## src/rtl/serial_pkg.sv

```systemverilog
// Shared definitions for the serial receive path: receiver state encoding
// and the bit-period calculation.
package serial_pkg;

    typedef enum logic [1:0] {
        RX_IDLE  = 2'd0,
        RX_START = 2'd1,
        RX_DATA  = 2'd2,
        RX_STOP  = 2'd3
    } rx_state_e;

    function automatic int unsigned clks_per_bit(input int unsigned clk_freq_hz,
                                                 input int unsigned baud);
        return clk_freq_hz / baud;
    endfunction

endpackage

```

## src/rtl/sync_byte_fifo.sv

```systemverilog
// Byte FIFO with count-based full/empty; a pop in the same cycle as a push
// frees the slot, so a push is accepted even when full.
module sync_byte_fifo #(
    parameter int unsigned DEPTH = 8
) (
    input  logic                       clk,
    input  logic                       reset,
    input  logic                       push_i,
    input  logic [7:0]                 wdata_i,
    input  logic                       pop_i,
    output logic [7:0]                 rdata_o,
    output logic                       full_o,
    output logic                       empty_o,
    output logic [$clog2(DEPTH):0]     count_o
);

    localparam int unsigned AW = $clog2(DEPTH);
    localparam logic [AW:0] CNT_FULL = (AW+1)'(DEPTH);

    logic [AW-1:0] wr_ptr_q, wr_ptr_d;
    logic [AW-1:0] rd_ptr_q, rd_ptr_d;
    logic [AW:0]   count_q, count_d;
    logic [7:0]    mem_q [DEPTH];
    logic          wr_en_s, rd_en_s;

    assign full_o  = (count_q == CNT_FULL);
    assign empty_o = (count_q == '0);
    assign count_o = count_q;
    assign rdata_o = mem_q[rd_ptr_q];

    always_comb begin
        rd_en_s  = pop_i && !empty_o;
        wr_en_s  = push_i && (!full_o || rd_en_s);
        wr_ptr_d = wr_en_s ? (wr_ptr_q + AW'(1)) : wr_ptr_q;
        rd_ptr_d = rd_en_s ? (rd_ptr_q + AW'(1)) : rd_ptr_q;
        case ({wr_en_s, rd_en_s})
            2'b10:   count_d = count_q + (AW+1)'(1);
            2'b01:   count_d = count_q - (AW+1)'(1);
            default: count_d = count_q;
        endcase
    end

    always_ff @(posedge clk or posedge reset) begin
        if (reset) begin
            wr_ptr_q <= '0;
            rd_ptr_q <= '0;
            count_q  <= '0;
        end else begin
            wr_ptr_q <= wr_ptr_d;
            rd_ptr_q <= rd_ptr_d;
            count_q  <= count_d;
        end
    end

    always_ff @(posedge clk) begin
        if (wr_en_s) begin
            mem_q[wr_ptr_q] <= wdata_i;
        end
    end

endmodule

```

## src/rtl/serial_rx_fifo.sv

```systemverilog
// 8N1 UART receiver feeding a byte FIFO; the downstream controller pops bytes
// into the registered rx_data output.
module serial_rx_fifo
    import serial_pkg::*;
#(
    parameter int unsigned CLK_FREQ_HZ = 50000000,
    parameter int unsigned BAUD        = 115200,
    parameter int unsigned FIFO_DEPTH  = 8
) (
    input  logic       clk,
    input  logic       reset,
    input  logic       rx_in,
    input  logic       rx_fifo_read,
    output logic       data_in_rx_fifo,
    output logic [7:0] rx_data,
    output logic       frame_err,
    output logic       overflow
);

    localparam int unsigned CPB = clks_per_bit(CLK_FREQ_HZ, BAUD);
    localparam int unsigned TW  = $clog2(CPB + 1);
    localparam int unsigned AW  = $clog2(FIFO_DEPTH);
    localparam logic [TW-1:0] FULL_BIT = TW'(CPB - 1);
    localparam logic [TW-1:0] HALF_BIT = TW'(CPB / 2 - 1);

    logic          sync1_q, sync2_q, rx_s;
    rx_state_e     state_q, state_d;
    logic [TW-1:0] timer_q, timer_d;
    logic [2:0]    bit_idx_q, bit_idx_d;
    logic [7:0]    shift_q, shift_d;
    logic [7:0]    rx_data_q, rx_data_d;
    logic          frame_err_q, frame_err_d;
    logic          overflow_q, overflow_d;
    logic          push_s, pop_s;
    logic [7:0]    fifo_rdata_s;
    logic          fifo_full_s, fifo_empty_s;
    logic [AW:0]   fifo_count_s;

    assign rx_s = sync2_q;

    always_comb begin
        state_d     = state_q;
        timer_d     = timer_q;
        bit_idx_d   = bit_idx_q;
        shift_d     = shift_q;
        push_s      = 1'b0;
        frame_err_d = 1'b0;
        case (state_q)
            RX_IDLE: begin
                timer_d = '0;
                state_d = rx_s ? RX_IDLE : RX_START;
            end
            RX_START: begin
                if (timer_q == HALF_BIT) begin
                    timer_d   = '0;
                    bit_idx_d = 3'd0;
                    state_d   = rx_s ? RX_IDLE : RX_DATA;
                end else begin
                    timer_d = timer_q + TW'(1);
                end
            end
            RX_DATA: begin
                if (timer_q == FULL_BIT) begin
                    timer_d   = '0;
                    shift_d   = {rx_s, shift_q[7:1]};
                    bit_idx_d = bit_idx_q + 3'd1;
                    state_d   = (bit_idx_q == 3'd7) ? RX_STOP : RX_DATA;
                end else begin
                    timer_d = timer_q + TW'(1);
                end
            end
            RX_STOP: begin
                // Returning to IDLE at mid-stop leaves half a bit to catch the next start edge.
                if (timer_q == FULL_BIT) begin
                    timer_d     = '0;
                    state_d     = RX_IDLE;
                    push_s      = rx_s;
                    frame_err_d = !rx_s;
                end else begin
                    timer_d = timer_q + TW'(1);
                end
            end
            default: begin
                state_d = RX_IDLE;
                timer_d = '0;
            end
        endcase
    end

    always_comb begin
        pop_s      = rx_fifo_read && !fifo_empty_s;
        rx_data_d  = pop_s ? fifo_rdata_s : rx_data_q;
        overflow_d = push_s && fifo_full_s && !pop_s;
    end

    always_ff @(posedge clk or posedge reset) begin
        if (reset) begin
            sync1_q     <= 1'b1;
            sync2_q     <= 1'b1;
            state_q     <= RX_IDLE;
            timer_q     <= '0;
            bit_idx_q   <= 3'd0;
            shift_q     <= 8'h00;
            rx_data_q   <= 8'h00;
            frame_err_q <= 1'b0;
            overflow_q  <= 1'b0;
        end else begin
            sync1_q     <= rx_in;
            sync2_q     <= sync1_q;
            state_q     <= state_d;
            timer_q     <= timer_d;
            bit_idx_q   <= bit_idx_d;
            shift_q     <= shift_d;
            rx_data_q   <= rx_data_d;
            frame_err_q <= frame_err_d;
            overflow_q  <= overflow_d;
        end
    end

    sync_byte_fifo #(
        .DEPTH (FIFO_DEPTH)
    ) u_fifo (
        .clk     (clk),
        .reset   (reset),
        .push_i  (push_s),
        .wdata_i (shift_q),
        .pop_i   (pop_s),
        .rdata_o (fifo_rdata_s),
        .full_o  (fifo_full_s),
        .empty_o (fifo_empty_s),
        .count_o (fifo_count_s)
    );

    assign data_in_rx_fifo = (fifo_count_s != '0);
    assign rx_data         = rx_data_q;
    assign frame_err       = frame_err_q;
    assign overflow        = overflow_q;

endmodule

```

## config.mk

```make
export PLATFORM = sky130hd
export DESIGN_NAME = serial_rx_fifo
export DESIGN_NICKNAME = d
export VERILOG_FILES = /design/src/rtl/serial_pkg.sv /design/src/rtl/sync_byte_fifo.sv /design/src/rtl/serial_rx_fifo.sv
export SDC_FILE = /design/constraint.sdc
export NUM_CORES = 1
export LEC_CHECK = 0
export ABC_AREA = 1
export BUFFER_PORTS_ARGS = -buffer_cell sky130_fd_sc_hd__buf_2
export CELL_PAD_IN_SITES_DETAIL_PLACEMENT = 0
export CELL_PAD_IN_SITES_GLOBAL_PLACEMENT = 1
export CORE_ASPECT_RATIO = 0.5
export CORE_MARGIN = 10
export CORE_UTILIZATION = 45
export CTS_BUF_LIST = sky130_fd_sc_hd__clkbuf_4
export CTS_CLUSTER_DIAMETER = 80
export DETAILED_ROUTE_END_ITERATION = 10
export PLACE_DENSITY_LB_ADDON = 0.1
export SETUP_SLACK_MARGIN = 0.4
export SLEW_MARGIN = 20
export SYNTH_ARGS = -nofsm -noshare
export SYNTH_HDL_FRONTEND = slang
export SYNTH_HIERARCHICAL = 1
export SYNTH_SLANG_ARGS = --single-unit
```

## constraint.sdc

```tcl
create_clock -name clk -period 2.4 [get_ports clk]
set_clock_uncertainty 0.15 [all_clocks]
set_input_delay 0.12 -clock clk [delete_from_list [all_inputs] [get_ports clk]]
set_output_delay 0.12 -clock clk [all_outputs]
set_load 0.02 [all_outputs]
```

# After elaboration in Yosys (flattened, before gate mapping)
# Memory sizes are Yosys's and may differ from the RTL's. A register that Yosys moved wholly into a read port is not among the register bits.
# Cells that the tools add are included.
dict set report classes {
  addsub 6
  eq_ne 12
  n_mux 20
  n_reduce_logical 19
}
# operator n
set op_table {}
lappend op_table {{$pmux 9 s3} 1}
lappend op_table {{$mux 9} 2}
lappend op_table {{$add 3x1->3 const B} 3}
lappend op_table {{$add 9x1->9 const B} 1}
lappend op_table {{$eq 9x8->1 const B} 1}
lappend op_table {{$eq 9x9->1 const B} 1}
lappend op_table {{$mux 1} 8}
lappend op_table {{$mux 2} 4}
lappend op_table {{$pmux 2 s4} 1}
lappend op_table {{$pmux 4 s2} 1}
lappend op_table {{$eq 2x2->1 const B} 3}
lappend op_table {{$mux 3} 2}
lappend op_table {{$ne 2x2->1 const B} 3}
lappend op_table {{$pmux 3 s2} 1}
lappend op_table {{$reduce_and 3->1} 2}
lappend op_table {{$logic_and 1x1->1} 5}
lappend op_table {{$add 4x1->4 const B} 1}
lappend op_table {{$eq 2x1->1 const B} 2}
lappend op_table {{$eq 4x4->1 const B} 1}
lappend op_table {{$logic_not 1->1} 4}
lappend op_table {{$logic_not 4->1} 1}
lappend op_table {{$reduce_bool 2->1} 2}
lappend op_table {{$reduce_bool 4->1} 1}
lappend op_table {{$sub 4x1->4 const B} 1}
lappend op_table {{5 further kinds} 5}
dict set report word_totals {
  register_bits 36
  ram_bits 64
  input_bits 4
  elab_cells 69
  memories 1
}
# memory words word_bits rd rd_ports_with_merged_regs write_ports line_no
set mem_list {}
lappend mem_list {u_fifo.mem_q 8 8 1 1 1 sync_byte_fifo.sv:23} ;# logic [7:0] mem_q [DEPTH];

# Logic depth before layout (Yosys ltp)
# Gate-level depths: netlist (run 1).
dict set report depth {
  word_depth 8
  mapped_depth 17
}

# By module
# Netlist (run 1), hierarchy kept.
# mod n_inst cells_each area_per_inst_um2 seq_area_each_um2
set modules_own_cells {}
lappend modules_own_cells {sync_byte_fifo 1 254 3206.8 2172.1}
lappend modules_own_cells {serial_rx_fifo 1 192 1615.3 853.3}

# Least setup slack after synthesis (run 1)
# Ideal clock, no wire load.
dict set report synth_path {
  path_type {register -> register}
  startpoint {reg timer_q[1]}
  endpoint {reg u_fifo.count_q[3] (netlist: u_fifo/count_o[3])}
  setup_time_ns 0.113
  arrival_ns 2.183
  required_ns 2.137
  setup_slack_ns -0.045
  path_stages_with_launch 17
  path_buffers 0
  synth_period_minus_slack_ns 2.445
  path_cell_list {dfrtp_1 -> inv_1 -> ha_1 -> nand2_1 -> nor2_4 -> nand2_4 -> nor2_4 -> inv_1 -> nand3_2 -> inv_1 -> ha_1 -> a21oi_1 -> nand3_1 -> nand2_1 -> nand3_1 -> nand2_1 -> inv_1}
}
dict set report synth_between {
  elab_chain_cells 6
  elab_cells_between_ends 8
  cone_classes {eq/ne (3); mux (3); reduce/logical (2)}
}
# element line_no
set synth_lines {}
lappend synth_lines {{start: declaration} serial_rx_fifo.sv:28} ;# logic [TW-1:0] timer_q, timer_d;
lappend synth_lines {{start signal: assignment} serial_rx_fifo.sv:111} ;# timer_q <= timer_d;
lappend synth_lines {{$eq 9x9->1 *} serial_rx_fifo.sv:74} ;# if (timer_q == FULL_BIT) begin
lappend synth_lines {{$mux 1 *} serial_rx_fifo.sv:74}
lappend synth_lines {{$mux 1 *} serial_rx_fifo.sv:48} ;# case (state_q)
lappend synth_lines {{via push_s} serial_rx_fifo.sv:34} ;# logic push_s, pop_s;
lappend synth_lines {{$logic_and 1x1->1 *} sync_byte_fifo.sv:33} ;# wr_en_s = push_i && (!full_o || rd_en_s);
lappend synth_lines {{$eq 2x1->1 or $eq 2x2->1 (tied branches)} sync_byte_fifo.sv:36} ;# case ({wr_en_s, rd_en_s})
lappend synth_lines {{$pmux 4 s2 or $reduce_bool 2->1 (tied branches)} n/a}
lappend synth_lines {{end signal: assignment} sync_byte_fifo.sv:51} ;# count_q <= count_d;
lappend synth_lines {{end: declaration} sync_byte_fifo.sv:22} ;# logic [AW:0] count_q, count_d;
# The timed path passes the listed nets; every way through them passes the cells marked *.
# A chain may end at the register's enable or synchronous reset.

# Worst setup path in the final report (run 1)
dict set report layout_path {
  startpoint {reg timer_q[0]}
  endpoint {reg u_fifo.count_q[2] (netlist: u_fifo/count_o[2])}
}
# Same word-level chain as after synthesis.

==> out/metrics.yaml, run 1 <==
finalHoldViolations: 0
clock_latency_ps: 470
slew_headroom_pct: 66.98
first_pass_iters: 4
final_cell_mix: "nand2_1, edfxtp_1, nor2_1, dfrtp_1, o21ai_0"
pin_count: 15
die_y_um: 93.20
syn-num-nets: 460
vias_per_cell: 4.970
max_stage_delay_ps: 440
gr-total-overflow: 0
drv_slew: 0
cts.sink_count: 108
setup-tns-final_ps: 0
setup_ws_ps: 286.0
critPathBufInv: 3
crit_end: "u_fifo/count_o[2]"
synth_area_per_cell_um2: 10.81
final-setup-viol-count: 0
ys_ff_latch: 108
max_freq_mhz: 473.0
worstPathMaxFanout: 2
drt-total-wl_mm: 9.711
syn_area_um2: 4822
crit_path_start_kind: "flop"
avgRoutedWirePerCell_um: 15.13
cp.depth: 13
nFillCells: 870
multi_input_area_um2: 1770
clk_pin_slew_ps: 170
place_ws_ps: 104.6
coreArea_um2: 10310
arrival_ps: 2330
r2r.worst_path.cells: 13
critPathCaptureType: "flop"
synth.distinct_cells: 38
nets: 510
root_buffer: "clkbuf_4"
path_class: "flop to flop"
detailedRoute.firstIterationViolations: 180
clkPwrFrac_pct: 20.5
area_growth_pct: 18.92
gp_congestion: 0.8096
crit_required_ps: 2610
p_int_mw: 3.131
min_path_type: "input port to async pin"
cts_made_buffers: 9
dp_hpwl_mm: 6.380
cts_tree: "built"
drc: 0
regArea_um2: 3032
period_needed_ps: 2114
p_per_area_nw_per_um2: 862.7
sw_frac_of_total_pct: 36.72
cts_max_level: 3
die_area_um2: 15510
r2r-end: "u_fifo/count_o[2]"
peakVddDrop_mv: 0.3744
outcome: "finished, final reports clean"
slowest_stage: "dfrtp_1"
r2r_start: "timer_q[0]"
startpoint: "timer_q[0]"
drive_gt1_share_pct: 24.55
critPathTopFamily: "adder cells"
cap_violations: 0
rows: 26
leakagePower_nw: 2.644
yosys_warnings: 6
combPwrFrac_pct: 35.3
initial_core_util_pct: 46.76
final_common_cell: "nand2_1"
grt_use_total_pct: 13.36
final_area_um2: 5734
synth_seq_area_share_pct: 62.74
antenna_found_initial: 0
rsz0062_at_grt: "true"
switchingPower_mw: 1.816
place_area_um2: 5156
vias: 3191
clockBufferDepth: 2
power.share.sequential_pct: 44.2
worst_pin_slew_ps: 495.4
io_buffers: 14
p_total_mw: 4.947
period_share_pct: 88.08
ant_nets: 0
grt_pass1_vias: 3328
crit_path_cell_trace: "ha_4 -> nand2_4 -> nor2_4 -> nand2_4 -> nor2_4 -> inv_2 -> nand3_4 -> buf_4 -> buf_6 -> fa_2 -> xnor2_2 -> nand2_1 -> o21ai_2"
die_x_um: 166.4
grt_max_degree: 35
synthCells: 446
grt_pass1_wl_mm: 16.95
rrSetupSlack_ps: 290
==> cell usage after synthesis <==
master | count | share of area, %
o22ai_1 | 8 | 1.0
o31ai_1 | 1 | 0.16
nor2_4 | 3 | 0.70
nand2_4 | 6 | 1.4
nand4_1 | 4 | 0.52
dfrtp_1 | 42 | 22
nand2_2 | 3 | 0.39
nand2_1 | 104 | 8.1
inv_1 | 30 | 2.3
buf_2 | 7 | 0.73
o21ai_1 | 11 | 1.1
nor3_2 | 1 | 0.21
nor2_2 | 3 | 0.39
nand3_2 | 2 | 0.42
dfstp_2 | 2 | 1.1
nor3_1 | 2 | 0.21
ha_1 | 9 | 2.3
nand3b_4 | 1 | 0.42
clkinv_2 | 1 | 0.10
xor2_1 | 6 | 1.1
mux2_2 | 1 | 0.23
nor3b_2 | 3 | 0.78
inv_2 | 2 | 0.16
o21ai_0 | 30 | 3.1
clkinv_1 | 1 | 0.078
nor2_1 | 57 | 4.4
a21oi_1 | 3 | 0.31
nand3_1 | 19 | 2.0
nor2_8 | 1 | 0.42
nand3_4 | 1 | 0.36
fa_1 | 1 | 0.42
mux2i_1 | 8 | 1.7
edfxtp_1 | 64 | 40
inv_4 | 1 | 0.13
xnor2_1 | 2 | 0.36
buf_4 | 4 | 0.62
nand2_8 | 1 | 0.42
and3_1 | 1 | 0.13
==> power groups by stage <==
| stage | Combinational, mW | Sequential [mW] | Clock [mW] |
|---|---|---|---|
| after detailed placement | 1.43 | 2.25 | 0 |
| final | 1.74 | 2.19 | 1.01 |
| after global placement | 1.42 | 2.24 | 0 |
| after CTS | 1.62 | 2.19 | 1.06 |
| after global routing | 2.00 | 2.21 | 1.13 |
| after floorplan | 1.02 | 2.32 | 0 |
==> registers in the layout, indices dropped and copies added, names as in the netlist, named ones only <==
| register | count |
|---|---|
| u_fifo/mem_q | 64 |
| state_q | 1 |
| rx_data | 8 |
| u_fifo/count_o | 4 |
| bit_idx_q | 3 |
| u_fifo/rd_ptr_q | 3 |
| timer_q | 9 |
| u_fifo/wr_ptr_q | 3 |
| frame_err | 1 |
| shift_q | 8 |
| sync1_q | 1 |
| overflow | 1 |
| rx_s | 1 |
==> kinds of logic (layout without fill, tap and decap cells) <==
family | Yosys count | in the layout | share of synthesized area (%)
flops | 108 | 108 | 62.74
fa+ha+maj | 10 | 10 | 2.750
mux | 9 | 9 | 1.894
compound gates | 53 | 53 | 5.760
buf+inv | 46 | 101 | 4.151
xor+xnor | 8 | 8 | 1.453
other cells | 0 | 1 | 0
simple gates | 212 | 212 | 21.25
==> what timing repair did <==
action,4_1_cts,5_1_grt
hold buffers,3,0
gates cloned,0,0
resized for setup,14,13
buffers inserted,20,4
endpoints found under the hold margin,46,0
setup endpoints to repair,67,67
pin swaps,11,8
==> cell type report <==
type	instances	share of cell area, %
clock inverter	7	1.789
multi-input combinational	292	30.88
timing repair buffer	50	7.790
sequential	108	52.87
tap	140	3.055
antenna	1	0.04364
inverter	35	2.400
clock buffer	9	1.178
==> per-stage QoR <==
| stage | hold slack [ps] | instances | utilization (%) |
|---|---|---|---|
| 2_1_floorplan | -189.8 | 446 | - |
| 3_5_place_dp | 23.71 | 598 | 50.00 |
| 5_1_grt | 59.48 | 641 | 55.58 |
| 3_3_place_gp | 2.150 | 598 | 50.00 |
| 6_report | 36.94 | 642 | 55.61 |
| 4_1_cts | 20.13 | 637 | 54.70 |
==> how the worst min path moves through the flow <==
stage | from | endpoint | slack (ps)
2_1_floorplan | reset | u_fifo/count_o[0] | -190
3_3_place_gp | reset | u_fifo/count_o[1] | 2
3_5_place_dp | reset | u_fifo/count_o[1] | 20
4_1_cts | reset | u_fifo/wr_ptr_q[0] | 20
5_1_grt | reset | u_fifo/wr_ptr_q[2] | 60
6_report | reset | u_fifo/count_o[3] | 40
==> routing by layer <==
metal / share of wire (%) / global-route usage, % / vias to the layer above
met5: 0 / 0 / -
met4: 1.3 / 3.634 / 0
met3: 4.6 / 3.843 / 13
met2: 48 / 22.13 / 62
met1: 46 / 16.91 / 1519
li1: - / - / 1597
==> worst reg2reg max path, cell delays in order, from the launching register on <==
cell and delay, ps:
dfrtp_1 440, ha_4 180, nand2_4 70, nor2_4 40, nand2_4 70, nor2_4 40, inv_2 70, nand3_4 80
buf_4 150, buf_6 110, fa_2 350, xnor2_2 140, nand2_1 80, o21ai_2 60
Power figures use the tool's default switching activity.
==> inputs of run 2 (changes only) <==
==> constraint.sdc (replaced) <==
create_clock -name clk -period 2.4 [get_ports clk]
set_clock_uncertainty 0.15 [all_clocks]
set_input_delay 0.48 -clock clk [delete_from_list [all_inputs] [get_ports clk]]
set_output_delay 0.48 -clock clk [all_outputs]
set_load 0.02 [all_outputs]
==> out/metrics.yaml, run 2 (same netlist as run 1, synthesis figures left out) <==
outcome: "finished, final reports clean"
reg_top3: "u_fifo/mem_q x64, timer_q x9"
final_cell_mix: "nand2_1, edfxtp_1, nor2_1, dfrtp_1, o21ai_0"
io_buffers: 14
slew_headroom_pct: 67.30
cts_max_level: 3
drv_slew: 0
fin_util_pct: 56.13
arrival_ps: 2130
critPathCaptureType: "flop"
area_growth_pct: 20.03
slowest_stage: "dfrtp_1"
nFillCells: 857
critPathBufInv: 3
crit_path_cell_trace: "inv_2 -> ha_4 -> nand2_4 -> nor2_4 -> nand2_4 -> nor2_4 -> buf_4 -> nand3b_4 -> nor3_4 -> buf_6"
vias_per_cell: 4.946
clock_latency_ps: 470
final-setup-viol-count: 0
die_area_um2: 15510
final_common_cell: "nand2_1"
clk_pin_slew_ps: 170
period_needed_ps: 2077
gr-total-overflow: 0
grt_pass1_wl_mm: 16.90
first_pass_iters: 5
gp_congestion: 0.8096
worstPathMaxFanout: 8
hold_ws_ps: 221.0
largest_register_ffs: 64
path_class: "flop to flop"
crit_path_start_kind: "flop"
leakagePower_nw: 2.676
nets: 515
avgRoutedWirePerCell_um: 14.98
die_x_um: 166.4
multi_input_area_um2: 1772
p_per_area_nw_per_um2: 867.0
cts.sink_count: 108
dp_hpwl_mm: 6.380
grt_max_degree: 35
ant_nets: 0
detailedRoute.firstIterationViolations: 193
max_freq_mhz: 481.5
setup-tns-final_ps: 0
cts_made_buffers: 9
top_register: "u_fifo/mem_q"
drt-total-wl_mm: 9.694
crit_required_ps: 2460
peakVddDrop_mv: 0.3837
max_stage_delay_ps: 420
worst_pin_slew_ps: 490.5
rsz0062_at_grt: "true"
finalHoldViolations: 0
die_y_um: 93.20
clockBufferDepth: 2
cts_tree: "built"
cap_violations: 0
critPathTopFamily: "simple AND/OR/NAND/NOR gates"
pin_count: 15
period_share_pct: 86.54
antenna_found_initial: 0
grt_pass1_vias: 3325
vias: 3200
root_buffer: "clkbuf_4"
initial_core_util_pct: 46.76
drive_gt1_share_pct: 25.69
rows: 26
coreArea_um2: 10310
min_path_type: "flop to flop"
drc: 0
grt_use_total_pct: 13.32
regArea_um2: 3032
run 2: changes by cell type in the layout (fill, tap and decap cells not counted), sizes merged:
cell / delta
dlygate4sd3: -1
buf: +6
run 2: path summary, 6_finish.rpt:
kind                       slack (ps)        from  depth (start not counted)                 end
min                               220     sync1_q                          0                rx_s
max in group asynchronous        1250       reset                          4                rx_s
min in group asynchronous         390       reset                          3   u_fifo/count_o[3]
min reg2reg                       220     sync1_q                          0                rx_s
max                               320  timer_q[1]                         10  u_fifo/mem_q[0][4]
max reg2reg                       320  timer_q[1]                         10  u_fifo/mem_q[0][4]
run 2: where the power goes:
part / internal (mW) / total, mW / switching (mW) / leakage, nW
logic: 0.738 / 1.80 / 1.06 / 1.29
clock network: 0.355 / 1.02 / 0.667 / 0.0901
registers: 2.09 / 2.20 / 0.111 / 1.30
run 2: what timing repair did:
item	4_1_cts	5_1_grt
setup endpoints to repair	67	68
setup buffers	21	9
hold buffers	2	0
resized for setup	14	20
pin swaps	11	10
endpoints found under the hold margin	43	0
run 2: per-layer routing:
layer | up-vias | share of wire [%] | global-route usage, %
met5 | - | 0 | 0
met1 | 1531 | 47 | 16.91
met4 | 0 | 1.4 | 3.634
li1 | 1604 | - | -
met3 | 14 | 3.8 | 3.843
met2 | 51 | 48 | 21.99
run 2: metrics by stage:
stage	total power [mW]	instance area [µm²]	setup WS [ps]	instances
3_3_place_gp	3.658	5156	154.3	598
6_report	5.018	5788	322.9	647
4_1_cts	4.879	5638	311.3	637
3_5_place_dp	3.685	5156	104.6	598
5_1_grt	5.409	5786	169.7	646
2_1_floorplan	3.336	4908	103.3	446
run 2: layout make-up:
type / instances / area share (%)
Clock inverter: 7 / 1.773
Tap cell: 140 / 3.026
Clock buffer: 9 / 1.167
Inverter: 35 / 2.378
Antenna cell: 1 / 0.04323
Multi-Input combinational cell: 292 / 30.61
Sequential cell: 108 / 52.38
Timing Repair Buffer: 55 / 8.625
